[src/rtl/shift_reg_piso_param.sv]
// Parameterised PISO transmit shifter that captures a receive word from SerIn in the same shift chain.
// load starts a WIDTH-bit transfer, ena clocks one bit per cycle, clr aborts it, and done pulses on completion.
module shift_reg_piso_param #(
  parameter int WIDTH      = 8,
  parameter bit MSB_FIRST  = 1'b1,
  parameter bit IDLE_LEVEL = 1'b0,
  localparam int CW        = $clog2(WIDTH + 1)
) (
  input  logic             clk,
  input  logic             rst,
  input  logic             ena,
  input  logic             load,
  input  logic             clr,
  input  logic [WIDTH-1:0] DatIn,
  input  logic             SerIn,
  output logic             DatOut,
  output logic [WIDTH-1:0] DatRx,
  output logic             busy,
  output logic             done,
  output logic             dbg_state,
  output logic [CW-1:0]    dbg_cnt
);

  // Handshake: load is a request that is taken only in a cycle where busy=0 and clr=0;
  // after that, busy stays high until done pulses (completion) or clr/reset aborts the transfer.
  typedef enum logic {IDLE = 1'b0, SHIFT = 1'b1} state_t;

  localparam logic [CW-1:0] LAST_CNT = CW'(WIDTH - 1);

  state_t           state, state_n;
  logic [WIDTH-1:0] sreg, sreg_n, shifted;
  logic [CW-1:0]    cnt, cnt_n;
  logic [WIDTH-1:0] datrx_n;
  logic             done_n;

  always_ff @(posedge clk) begin
    if (!rst) begin
      state <= IDLE;
      sreg  <= '0;
      cnt   <= '0;
      DatRx <= '0;
      done  <= 1'b0;
    end else begin
      state <= state_n;
      sreg  <= sreg_n;
      cnt   <= cnt_n;
      DatRx <= datrx_n;
      done  <= done_n;
    end
  end

  always_comb begin
    shifted = sreg;
    if (MSB_FIRST) shifted = {sreg[WIDTH-2:0], SerIn};
    else           shifted = {SerIn, sreg[WIDTH-1:1]};
  end

  always_comb begin
    state_n = state;
    sreg_n  = sreg;
    cnt_n   = cnt;
    datrx_n = DatRx;
    done_n  = 1'b0;
    case (state)
      IDLE: begin
        // clr beats load here; ena has no meaning while idle.
        if (!clr && load) begin
          sreg_n  = DatIn;
          cnt_n   = '0;
          state_n = SHIFT;
        end
      end
      SHIFT: begin
        if (clr) begin
          cnt_n   = '0;
          state_n = IDLE;
        end else if (ena) begin
          sreg_n = shifted;
          cnt_n  = cnt + CW'(1);
          if (cnt == LAST_CNT) begin
            state_n = IDLE;
            done_n  = 1'b1;
            datrx_n = shifted;
          end
        end
      end
      default: state_n = IDLE;
    endcase
  end

  assign busy      = (state == SHIFT);
  assign DatOut    = busy ? (MSB_FIRST ? sreg[WIDTH-1] : sreg[0]) : IDLE_LEVEL;
  assign dbg_state = state;
  assign dbg_cnt   = cnt;

endmodule
[config.mk]
export PLATFORM = sky130hd
export DESIGN_NAME = shift_reg_piso_param
export DESIGN_NICKNAME = d
export VERILOG_FILES = /design/src/rtl/shift_reg_piso_param.sv
export SDC_FILE = /design/constraint.sdc
export NUM_CORES = 1
export LEC_CHECK = 0
export ABC_AREA = 1
export CORE_MARGIN = 2
export CORE_UTILIZATION = 45
export DETAILED_ROUTE_END_ITERATION = 16
export GPL_ROUTABILITY_DRIVEN = 0
export GPL_TIMING_DRIVEN = 0
export PLACE_DENSITY = 0.81
export SYNTH_ARGS = -nofsm -noshare
export SYNTH_HDL_FRONTEND = slang
export SYNTH_SLANG_ARGS = --single-unit
[constraint.sdc]
create_clock -name clk -period 1.4 [get_ports clk]
set_input_delay 0.35 -clock clk [delete_from_list [all_inputs] [get_ports clk]]
set_output_delay 0.35 -clock clk [all_outputs]
set_load 0.1 [all_outputs]
[Yosys cells after proc, flatten, opt, wreduce, memory -nomap -nowiden]
Index checks and enable logic that the tools add are counted.
Storage, ports and cells
  output and inout port bits: 16
  flip-flop bits (word level): 22
  logic and storage cells: 36
Operators by class
  eq/ne operators: 5
  mux-type cells: 15
  bitwise operators: 4
  add/sub/neg operators: 1
  reductions and logical operators: 6
Operators by type and width (number)
  2-to-1 mux 8 bit: 3
  case mux 8 bit (2 select lines): 1
  2-to-1 mux 4 bit: 3
  case mux 4 bit (2 select lines): 1
  2-to-1 mux 1 bit: 6
  != test 2 bit (second input constant): 3
  adder 4 x 1 -> 4 bit (second input constant): 1
  == test 4 x 3 -> 1 bit (second input constant): 1
  inverter 1 bit: 4
  AND reduction 4 bit: 1
  OR reduction 4 bit: 1
  != test 3 bit (second input constant): 1
  AND reduction 3 bit: 1
  case mux 1 bit (2 select lines): 1
  AND reduction 2 bit: 1
  logical AND 1 bit: 1
  logical NOT 1 bit: 1

[Longest topological paths before layout]
Gate-level depths: netlist of the first run.
  depth after elaboration: 5
  gate-level depth with buffers: 7

[Worst setup path before layout of the first run]
OpenSTA, ideal clock, no wires.
  path type: register to output
  start point: register state (netlist: busy)
  end point: output port DatOut
  setup slack: -0.702 ns
  path buffers: 0
  cell stages (with the launch flop): 3
  required time: 1.050 ns
  arrival: 1.752 ns
  cell sequence: dfxtp_1 nand2_1 inv_1
Between the ends
  cells in the longest elaborated chain, start to end: 1
RTL lines
  start: declaration: line 30  | state_t state, state_n;
  start signal: assignment: line 44  | state <= state_n;
  2-to-1 mux 1 bit: line 92  | assign DatOut = busy ? (MSB_FIRST ? sreg[WIDTH-1] : sreg[0]) : IDLE_LEVEL;
  end: declaration: line 16  | output logic DatOut,
No other way between the ends.

[Worst setup path after layout of the first run]
Same ends and word-level chain as after synthesis.

==> reports/metrics.yaml, run 1 <==
status: "finished, final reports clean"
synth_area_per_cell_um2: 6.615
synthTopCellsByCount: "nor2_1 (40), nand2_1 (29), dfxtp_1 (22)"
dr_wl_met2_mm: 1.199
synth.cell_area_mm2: 0.001038
drive_gt1_frac: 0.2105
pre_cts_ws_ns: -0.5850
yosys.cell_types.count: 18
drt_iter0_drc: 11
core_region_area_mm2: 0.002191
die_area_mm2: 0.002708
synth_edf_count: 0
fmax_mhz: 725.6
rsz0062_at_grt: "true"
start_kind: "flip-flop"
initial_core_util: 0.4740
ys_ff_latch: 22
met1_length_mm: 1.008
clk_latency_ns: 0.32
detail-route-antenna-nets: 0
slew_viol_final: 0
hold_path.class: "in2reg"
finalCritPeriodShare: 0.9845
area_growth_syn_to_layout_pct: 37.83
io_buffers: 28
final.fill_count: 212
cts_tree: "done"
max_slew_margin: 0.7634
pin_count: 30
end_kind: "primary output"
switchingPower_mw: 0.3783
antenna_found_initial: 0
yosysSeqAreaShare: 0.4241
worst_pin_slew_ns: 0.3549
power_frac_comb: 0.177
cp.arrival_ns: 1.03
yosysTopAreaCell: "dfxtp_1"
layout_setup_ws_ns: 0.02175
synthFlopType: "dfxtp_1"
netSwitchingFraction: 0.2693
multi_input_area_um2: 519.2
crit_type: "reg2out"
seqCellArea_um2: 456.7
leakagePower_nw: 0.6315
yosysMostFrequentCell: "nor2_1"
intPower_mw: 1.026
finalSetupViolCount: 0
path_clk_slew_ns: 0.13
hold_violations: 0
synth_nets: 172
clk_path_buf_depth: 2
skew_ns: 0.01005
drt_drc_violations_left: 0
synth_area_leaders: "dfxtp_1 (42%), nor2_1 (14%), nand2_1 (10%)"
async_reset_ff_frac: 0
peakVddDrop_v: 0.0007280
worstPathMaxFanout: 5
seqPwrFrac: 0.474
vias_per_cell: 4.876
clockPowerShare: 0.349
yosysTopAreaCellShare: 0.4241
die_w_um: 52.04
finalWirelength_mm: 2.371
fin_crit_ns: 1.378
h-tree-depth: 1
cts_buffers: 3
clkSinkCount: 22
grt_overflow: 0
firstDrtPassIters: 4
crit_required_ns: 1.05
dp_hpwl_mm: 1.815
antenna_cells: 0
grt_usage: 0.1915
powerDensity_mw_per_mm2: 981.4
wl_met3_um: 109
num_rows: 17
wl_per_cell_um: 10.88
hold_buffers: 0
vias: 1063
grt_pass1_vias: 971
maxCapViolations: 0
nets: 206
whs_ns: 0.4173
die_h_um: 52.04
grt_pass1_wl_mm: 3.850
power.total_mw: 1.405
yosys_warnings: 0
synthCells: 157
grt_max_degree: 14
dr.max_layer_used: "met4"
clockRootBuffer: "clkbuf_4"
fin_setup_tns_ns: 0
-- path summary, 6_finish.rpt --
| kind | start | to | slack, ns | depth (start not counted) |
|---|---|---|---|---|
| setup / recovery | busy | DatOut | 0.02 | 3 |
| hold / removal | rst | sreg[4] | 0.42 | 3 |
| setup reg to reg | dbg_cnt[0] | DatRx[4] | 0.15 | 5 |
| hold reg to reg | DatRx[0] | DatRx[0] | 0.49 | 2 |
-- metal layers --
metal  track usage  up-vias
li1              -      558
met2        0.3460       26
met3       0.03161        7
met4        0.1009        0
met1        0.2115      472
met5             0        -
-- flip-flops by register name, summed over array words and instances, names as in the netlist --
name and count:
done 1, busy 1, dbg_cnt 4, sreg 8, DatRx 8
-- worst max-delay path: stages (launching register included) --
cell	delay, ns
dfxtp_4	0.38
nand2_2	0.08
clkinvlp_4	0.09
buf_12	0.17
-- cell usage in the layout, fill, tap and decap left out, drive strengths merged --
cell type	Yosys	final
nor2	42	42
nand2	30	30
dfxtp	22	22
o21ai	19	19
buf	4	19
inv	18	17
nand3	15	15
clkdlybuf4s50	0	12
clkbuf	1	6
a21oi	3	3
clkinvlp	0	1
nand4	1	1
nor3	1	1
ha	1	1
bufinv	0	1
-- kinds of logic after synthesis --
kind of cell | share of synthesized area
adder cells (fa/ha/maj) | 0.01205
buffers and inverters | 0.09277
AO/OA/AOI/OAI | 0.1060
flip-flops | 0.4241
AND/OR/NAND/NOR | 0.3651
-- per-stage QoR --
step                      utilization  area [um^2]  std cells
after global placement         0.6339         1389        213
after floorplan                     -         1074        157
after global routing           0.6533         1431        218
final                          0.6533         1431        218
after CTS                      0.6425         1408        217
after detailed placement       0.6339         1389        213
-- power by group through the flow --
stage	sequential (mW)	clock [mW]	combinational [mW]
CTS	0.667	0.495	0.243
floorplan	0.722	0	0.121
finish	0.666	0.490	0.249
global route	0.669	0.519	0.272
detailed placement	0.681	0	0.243
global placement	0.679	0	0.238
-- final cells by class --
class / count / share of cell area
clock inverter: 1 / 0.02098
timing repair buffer: 29 / 0.1871
sequential: 22 / 0.3191
multi-input combinational: 112 / 0.3628
clock buffer: 3 / 0.01573
inverter: 18 / 0.04983
tap: 28 / 0.02448
buffer: 5 / 0.02010
-- repair_timing --
item                                    4_1_cts  5_1_grt
endpoints found under the setup margin       16        4
gates resized for setup                      97        5
cloned                                        0        0
buffers inserted                              0        1
hold endpoints to repair                      0        0
Note: power is estimated with default switching activity, not from simulation.
==> run 2, diff against run 1 <==
Settings changed: SKIP_CTS_REPAIR_TIMING from default to 1.
==> run 2 against run 1 <==
Fmax up 0.34%. Total power grew 0.18%. Setup slack improved by 0.0047 ns. Largest power group unchanged. Register-to-register slack hardly changed. Via count shrank 1.4%.
==> reports/metrics.yaml, run 2 (synthesized netlist as in run 1, its figures left out) <==
max_stage_delay_ns: 0.41  # +0.03 ns
crit_type: "reg2out"
grt_overflow: 0  # unchanged
cts_buffers: 3  # unchanged
leakagePower_nw: 0.6361  # +0.74%
grt_pass1_vias: 977  # +0.62%
hold_violations: 0  # unchanged
clkSinkCount: 22  # unchanged
multi_input_area_um2: 524.3  # +0.96%
core_region_area_mm2: 0.002191  # unchanged
layout_setup_ws_ns: 0.02642  # +0.004667 ns
slowest_stage: "dfxtp_4"
firstDrtPassIters: 4  # unchanged
seqCellArea_um2: 456.7  # unchanged
h-tree-depth: 1  # unchanged
final_cell_mix: "nor2_1 (39), nand2_1 (28), o21ai_0 (19)"
path_depth: 1  # -2
reg2reg_depth: 5  # unchanged
area_growth_syn_to_layout_pct: 38.07
final_common_cell: "nor2_1"
slew_viol_final: 0  # unchanged
crit_buf_inv: 1  # -1
rsz0062_at_grt: "true"
cp-startpoint: "busy"
maxCapViolations: 0  # unchanged
initial_core_util: 0.4740  # unchanged
vias_per_cell: 4.829  # -0.96%
max_slew_margin: 0.7617  # -0.001700
die_h_um: 52.04  # unchanged
pre_cts_ws_ns: -0.5850  # unchanged
reg2reg_from: "dbg_cnt[0]"
status: "finished, final reports clean"
path_clk_slew_ns: 0.13  # about the same
hold_path.class: "in2reg"
finalCritPeriodShare: 0.9811  # -0.003333
antenna_found_initial: 0  # unchanged
cp.arrival_ns: 1.02  # about the same
worst_pin_slew_ns: 0.3575  # +0.002550 ns
die_area_mm2: 0.002708  # unchanged
fin_util: 0.6545  # +0.001142
finalWirelength_mm: 2.363  # -0.34%
vias: 1048  # -1.4%
dp_hpwl_mm: 1.815  # unchanged
nets: 205  # -0.49%
wl_per_cell_um: 10.89  # +0.12%
io_buffers: 28  # unchanged
clk_latency_ns: 0.32  # about the same
grt_usage: 0.1921  # +0.0006061
antenna_cells: 0  # unchanged
grt_pass1_wl_mm: 3.870  # +0.52%
num_rows: 17  # unchanged
crit_required_ns: 1.05  # about the same
fin_crit_ns: 1.374  # -0.004667 ns
end_kind: "primary output"
die_w_um: 52.04  # unchanged
finalSetupViolCount: 0  # unchanged
grt_max_degree: 14  # unchanged
min_from: "rst"
path_cells: "buf_4"
cts_tree: "done"
drive_gt1_frac: 0.2063  # -0.004177
drt_iter0_drc: 12  # +1
final.fill_count: 209  # -1.4%
fmax_mhz: 728.0  # +0.34%
skew_ns: 0.01093  # +0.0008816 ns
pin_count: 30  # unchanged
min_path_cells: 3  # unchanged
start_kind: "flip-flop"
drt_drc_violations_left: 0  # unchanged
crit_family: "flip-flops"
clockRootBuffer: "clkbuf_4"
clk_path_buf_depth: 2  # unchanged
powerDensity_mw_per_mm2: 981.5  # about the same
peakVddDrop_v: 0.0007280  # about the same
detail-route-antenna-nets: 0  # unchanged
worstPathMaxFanout: 7  # +2
==> run 2: cell types whose count changed in the layout (fill, tap and decap cells not counted), sizes merged <==
cell / delta
buf: -6
clkbuf: +5
==> run 2: per-stage QoR <==
| step | hold slack, ns | instance area [um^2] | std cells | total power, mW | TNS [ns] |
|---|---|---|---|---|---|
| floorplan | 0.4743 | 1074 | 157 | 0.8429 | 0 |
| global placement | 0.4696 | 1389 | 213 | 0.9172 | -9.869 |
| detailed placement | 0.4723 | 1389 | 213 | 0.9235 | -10.28 |
| CTS | 0.4262 | 1441 | 217 | 1.405 | -12.57 |
| global route | 0.4545 | 1434 | 217 | 1.462 | -0.01289 |
| finish | 0.4173 | 1434 | 217 | 1.407 | 0 |
==> run 2: where the power goes <==
group          switching [mW]  total [mW]  internal (mW)
clock                   0.201       0.491          0.290
combinational           0.159       0.248         0.0892
sequential             0.0206       0.669          0.648
==> run 2: final cells by class <==
class | instances | share of cell area
Buffer | 5 | 0.02007
Sequential cell | 22 | 0.3185
Tap cell | 28 | 0.02443
Clock buffer | 3 | 0.01571
Inverter | 18 | 0.04974
Timing Repair Buffer | 28 | 0.1850
Clock inverter | 1 | 0.02094
Multi-Input combinational cell | 112 | 0.3656
==> run 2: final timing paths <==
kind,slack (ns),to
max,0.03,busy
min,0.42,sreg[4]
max reg2reg,0.15,DatRx[4]
min reg2reg,0.49,DatRx[0]
==> run 2: per-layer routing <==
metal,global-route usage,up-vias,part of all wire
li1,-,554,-
met1,0.2115,467,0.43
met2,0.3502,22,0.52
met3,0.02874,5,0.039
met4,0.1009,0,0.012
met5,0,-,0
==> run 3, diff against run 2 <==
Settings changed: ABC_AREA 1 to default.
==> run 3 against run 2 <==
The flow now finishes with violations (negative setup slack). Die area grew 0.21%. Clock power shrank 11%. Total power shrank 6.8%. Global-route usage grew 0.84 points. Combinational power shrank 6%. Synthesized area grew 0.24%. Sequential cell count is the same. Final cell count shrank 13%. Largest cell class unchanged. Highest routed layer unchanged.
==> reports/metrics.yaml, run 3 <==
rsz0062_at_grt: "true"
synth-simple-area-share: 0.1947  # -0.1703
finalWirelength_mm: 2.958  # +25%
stdcell_area_mm2: 0.001594  # +11%
clkSinkCount: 22  # unchanged
detail-route-antenna-nets: 0  # unchanged
powerDensity_mw_per_mm2: 822.8  # -16%
grt_max_degree: 14  # unchanged
num_rows: 17  # unchanged
fin_util: 0.7276  # +0.07310
path_cells: "buf_12 -> buf_8 -> and2_4 -> buf_12"
hold_violations: 0  # unchanged
crit_required_ns: 1.05  # about the same
hold_path.class: "in2reg"
clockPowerShare: 0.332  # -0.017
cts_buffers: 3  # unchanged
synth_compound_area_frac: 0.1971  # +0.09109
yosys_warnings: 0  # unchanged
violations: "negative setup slack"
synthCells: 118  # -25%
synthAdderAreaFrac: 0.01202  # -0.00002896
netSwitchingFraction: 0.2666  # -0.003751
maxCapViolations: 0  # unchanged
grt_overflow: 0  # unchanged
finalSetupViolCount: 7  # +7
fin_crit_ns: 1.588  # +0.2141 ns
drt_iter0_drc: 35  # +23
path_depth: 4  # +3
wl_per_cell_um: 15.65  # +44%
drt_drc_violations_left: 0  # unchanged
power_frac_comb: 0.177  # about the same
synth_area_per_cell_um2: 8.822  # +33%
io_buffers: 29  # +3.6%
crit_type: "reg2out"
synth_area_leaders: "dfxtp_1 (42%), mux2i_1 (9.6%), a21oi_1 (8.7%)"
grt_pass1_wl_mm: 4.064  # +5.0%
layout_setup_ws_ns: -0.1877  # -0.2141 ns
crit_family: "buffers and inverters"
die_w_um: 52.10  # +0.11%
core_region_area_mm2: 0.002191  # unchanged
synthFlopType: "dfxtp_1"
die_area_mm2: 0.002714  # +0.21%
worstPathMaxFanout: 6  # -1
synth.cell_area_mm2: 0.001041  # +0.24%
yosysSeqAreaShare: 0.4231  # -0.001019
worst_pin_slew_ns: 0.5479  # +0.1905 ns
vias_per_cell: 5.799  # +20%
synth_xor_area_frac: 0  # unchanged
skew_ns: 0.01257  # +0.001646 ns
grt_usage: 0.2005  # +0.008365
grt_pass1_vias: 942  # -3.6%
area_growth_syn_to_layout_pct: 53.13
synthMuxAreaShare: 0.1094  # +0.1094
seqPwrFrac: 0.491  # +0.016
antenna_found_initial: 0  # unchanged
reg2reg_depth: 6  # +1
cp.arrival_ns: 1.24  # +0.22 ns
synthTopCellsByCount: "dfxtp_1 (22), a21oi_1 (18), o21ai_0 (17)"
crit_top_cell: "buf_12"
synth_nets: 133  # -23%
yosysMostFrequentCell: "dfxtp_1"
pin_count: 30  # unchanged
leakagePower_nw: 0.6002  # -5.6%
fmax_mhz: 629.9  # -13%
layout.cells.non_filler: 189  # -13%
clk_latency_ns: 0.33  # about the same
crit_buf_inv: 3  # +2
place_area_mm2: 0.001425  # +2.6%
clk_path_buf_depth: 2  # unchanged
clockRootBuffer: "clkbuf_4"
slowest_stage: "dfxtp_4"
min_path_cells: 3  # unchanged
slew_viol_final: 0  # unchanged
whs_ns: 0.4463  # +0.02902 ns
finalCritPeriodShare: 1.134  # +0.1529
fin_setup_tns_ns: -0.5626  # -0.5626 ns
path_clk_slew_ns: 0.14  # about the same
max_stage_delay_ns: 0.38  # -0.03 ns
die_h_um: 52.10  # +0.11%
start_kind: "flip-flop"
async_reset_ff_frac: 0  # unchanged
max_slew_margin: 0.6347  # -0.1270
drive_gt1_frac: 0.3416  # +0.1353
cts_tree: "done"
final_cell_mix: "dfxtp_1 (17), a21oi_1 (14), o21ai_0 (13), buf_4 (13), clkbuf_4 (13)"
final_common_cell: "dfxtp_1"
synth_top_family_by_area: "compound AO/OA/AOI/OAI gates"
dp_hpwl_mm: 1.812  # -0.16%
switchingPower_mw: 0.3496  # -8.1%
pre_cts_ws_ns: -0.8417  # -0.2567 ns
synth_edf_count: 0  # unchanged
firstDrtPassIters: 4  # unchanged
h-tree-depth: 1  # unchanged
dp_cells: 175  # -18%
yosysTopAreaCell: "dfxtp_1"
status: "finished, violations left"
yosysTopAreaCellShare: 0.4231  # -0.001019
power.total_mw: 1.312  # -6.8%
yosys.cell_types.count: 28  # +10
antenna_cells: 0  # unchanged
peakVddDrop_v: 0.0006083  # -16%
end_kind: "primary output"
nets: 177  # -14%
initial_core_util: 0.4752  # +0.001142
ys_ff_latch: 22  # unchanged
intPower_mw: 0.9619  # -6.3%
vias: 1096  # +4.6%
## run 3: layout make-up
cell class / instances / area [um^2]
Sequential cell: 22 / 459.2
Clock buffer: 4 / 47.55
Fill cell: 170 / 596.8
Multi-Input combinational cell: 84 / 608.1
Tap cell: 28 / 35.03
Timing Repair Buffer: 39 / 350.3
Buffer: 11 / 90.09
Inverter: 1 / 3.754
## run 3: worst reg2reg max path: stages, from the launching register on
cell and delay, ns:
dfxtp_4 0.38, buf_12 0.13, buf_4 0.14, mux2i_4 0.21
buf_6 0.16, or3_4 0.32, a21oi_2 0.11
## run 3: kinds of logic after synthesis
| kind of cell | count (synthesis) |
|---|---|
| buffers and inverters | 12 |
| muxes | 11 |
| and+or+nand+nor | 33 |
| DFF | 22 |
| adders and majority gates | 1 |
| AOI/OAI and AO/OA | 39 |
## run 3: power by group through the flow
stage	logic, mW	clock network (mW)	registers [mW]
2_1_floorplan	0.102	0	0.668
3_3_place_gp	0.181	0	0.656
3_5_place_dp	0.185	0	0.657
4_1_cts	0.186	0.436	0.643
5_1_grt	0.247	0.466	0.645
6_report	0.233	0.435	0.644
## run 3: metal layers
layer | global-route usage | wire length, um
met5 | 0 | 0
met4 | 0.09211 | 54
met3 | 0.02586 | 156
met2 | 0.3481 | 1557
met1 | 0.2437 | 1190
## run 3: path summary, 6_finish.rpt
check	start	to	slack [ns]
worst max register to register	busy	sreg[6]	-0.11
worst max-delay path	busy	DatOut	-0.19
worst min-delay path	ena	dbg_cnt[1]	0.45
worst min register to register	DatRx[3]	DatRx[3]	0.49
==> edit (settings of run 1) <==
The parameter `WIDTH` goes from 8 to 16.
--- a/src/rtl/shift_reg_piso_param.sv
+++ b/src/rtl/shift_reg_piso_param.sv
@@ -3,3 +3,3 @@
 module shift_reg_piso_param #(
-  parameter int WIDTH      = 8,
+  parameter int WIDTH      = 16,
   parameter bit MSB_FIRST  = 1'b1,
Interface: changed (resized DatIn, DatRx and dbg_cnt); port bits go from 30 to 47. The function was not compared with the original's and may differ.
==> edit against run 1 <==
The run now ends with negative setup slack left; first-iteration DRC count grew to 6.2 times the old value; power is 69% higher; sequential cell count is 17 higher; wire length rose by 89%; sequential share of layout area is 1.2 points lower; area after synthesis up 63%; cell area increased by 82%; worst setup slack got worse by 0.15 ns.
==> edit: results (changes against run 1) <==
metric;value;unit;change
grt_pass1_vias;1523;;+57%
grtUsageMet2;0.324;;-0.0220
pg_clk;0.000743;W;+52%
fin_skew;0.00377;ns;-0.00627 ns
vdd_ir_drop_max;0.669;mV;-8.1%
violations;negative setup slack;;
power;0.00237;W;+69%
syn_area_per_cell;6.75;µm²;+2.1%
highest_layer;met4;;
r2r-end;DatRx[12]$_SDFFE_PN0P_;;
status;finished, violations left;;
grt_util_met1;0.272;;+0.0602
synth_fa_ha_area_frac;0.0148;;+0.00271
crit_path_end_kind;flop;;
placed_area;2260;µm²;+62%
place_ws;-1.03;ns;-0.444 ns
met3_usage;0.0548;;+0.0232
crit_fanout;7;;+2
synthesis.nets;275;;+60%
wl_per_cell;12.3;µm;+13%
grt_pass1_wl;6.72;mm;+75%
routed_via_density;4.93;;+1.0%
synth-compound-area-share;0.159;;+0.0534
clkLatencyLatePin;0.29;ns;-0.03 ns
nFillCells;277;;+31%
crit_arrival;1.71;ns;+0.68 ns
yosysSeqAreaShare;0.461;;+0.0364
drive_gt1_frac;0.300;;+0.0892
worstSetupStartpoint;dbg_cnt[0]$_SDFFE_PN0P_;;
pg_comb;0.000421;W;+69%
clock-root-buffer;clkbuf_8;;
setup-violations-final;18;;+18
io_buffers;46;;+64%
cts_max_level;2;;+1
wl_met2;2.23;mm;+86%
reg2reg_depth;9;;+4
p_leak;1.18;nW;+86%
finalWorstSetupSlack;-0.133;ns;-0.155 ns
stdcell_area;2600;µm²;+82%
drt_iter0_drc;68;;+57
worstHoldStart;DatRx[14]$_SDFFE_PN0P_;;
holdPathStages;2;;-1
synth_area_leaders;dfxtp_1, nand2_1, o21ai_0, nor2_1, a21oi_1;;
dr_wl_met3;206;µm;+89%
min_to;DatRx[14]$_SDFFE_PN0P_;;
yosys-top-cells-count;nand2_1, nor2_1, dfxtp_1;;
holdWs;0.450;ns;+0.0330 ns
hpwlAfterDp;2.87;mm;+58%
slew_headroom;0.680;;-0.0838
hold_class;reg -> reg;;
clk_pin_slew;0.08;ns;-0.05 ns
grtUsageTotal;0.203;;+0.0115
setup_tns;-1.85;ns;-1.85 ns
num_vias;1798;;+69%
wl_met1;2.00;mm;+98%
nets;340;;+65%
cts_made_buffers;5;;+2
edit: cell types whose count changed in the layout (fill, tap and decap cells not counted), moves of 8 or more:
cell	change
nand2_1	+35
dfxtp_1	+16
o21ai_2	+13
a21oi_1	+11
nand3_1	-10
buf_6	+8
edit: critical path, delay by kind of cell (launching register included):
kind | cells | cell delay (ns)
simple gates | 3 | 0.23
flops | 1 | 0.38
fa+ha+maj | 2 | 0.33
compound gates | 2 | 0.18
buf+inv | 2 | 0.29
edit: final cells by class:
| class | count | area share |
|---|---|---|
| Tap cell | 48 | 0.0231 |
| Sequential cell | 39 | 0.307 |
| Clock buffer | 5 | 0.0265 |
| Timing Repair Buffer | 58 | 0.205 |
| Buffer | 12 | 0.0471 |
| Clock inverter | 3 | 0.00673 |
| Multi-Input combinational cell | 174 | 0.344 |
| Inverter | 26 | 0.0409 |
edit: what timing repair did:
item,CTS,global route
pin swaps,2,7
hold endpoints to repair,0,0
setup buffers,3,7
setup endpoints to repair,52,48
hold buffers,0,0
resized for setup,191,34
gates cloned,2,0
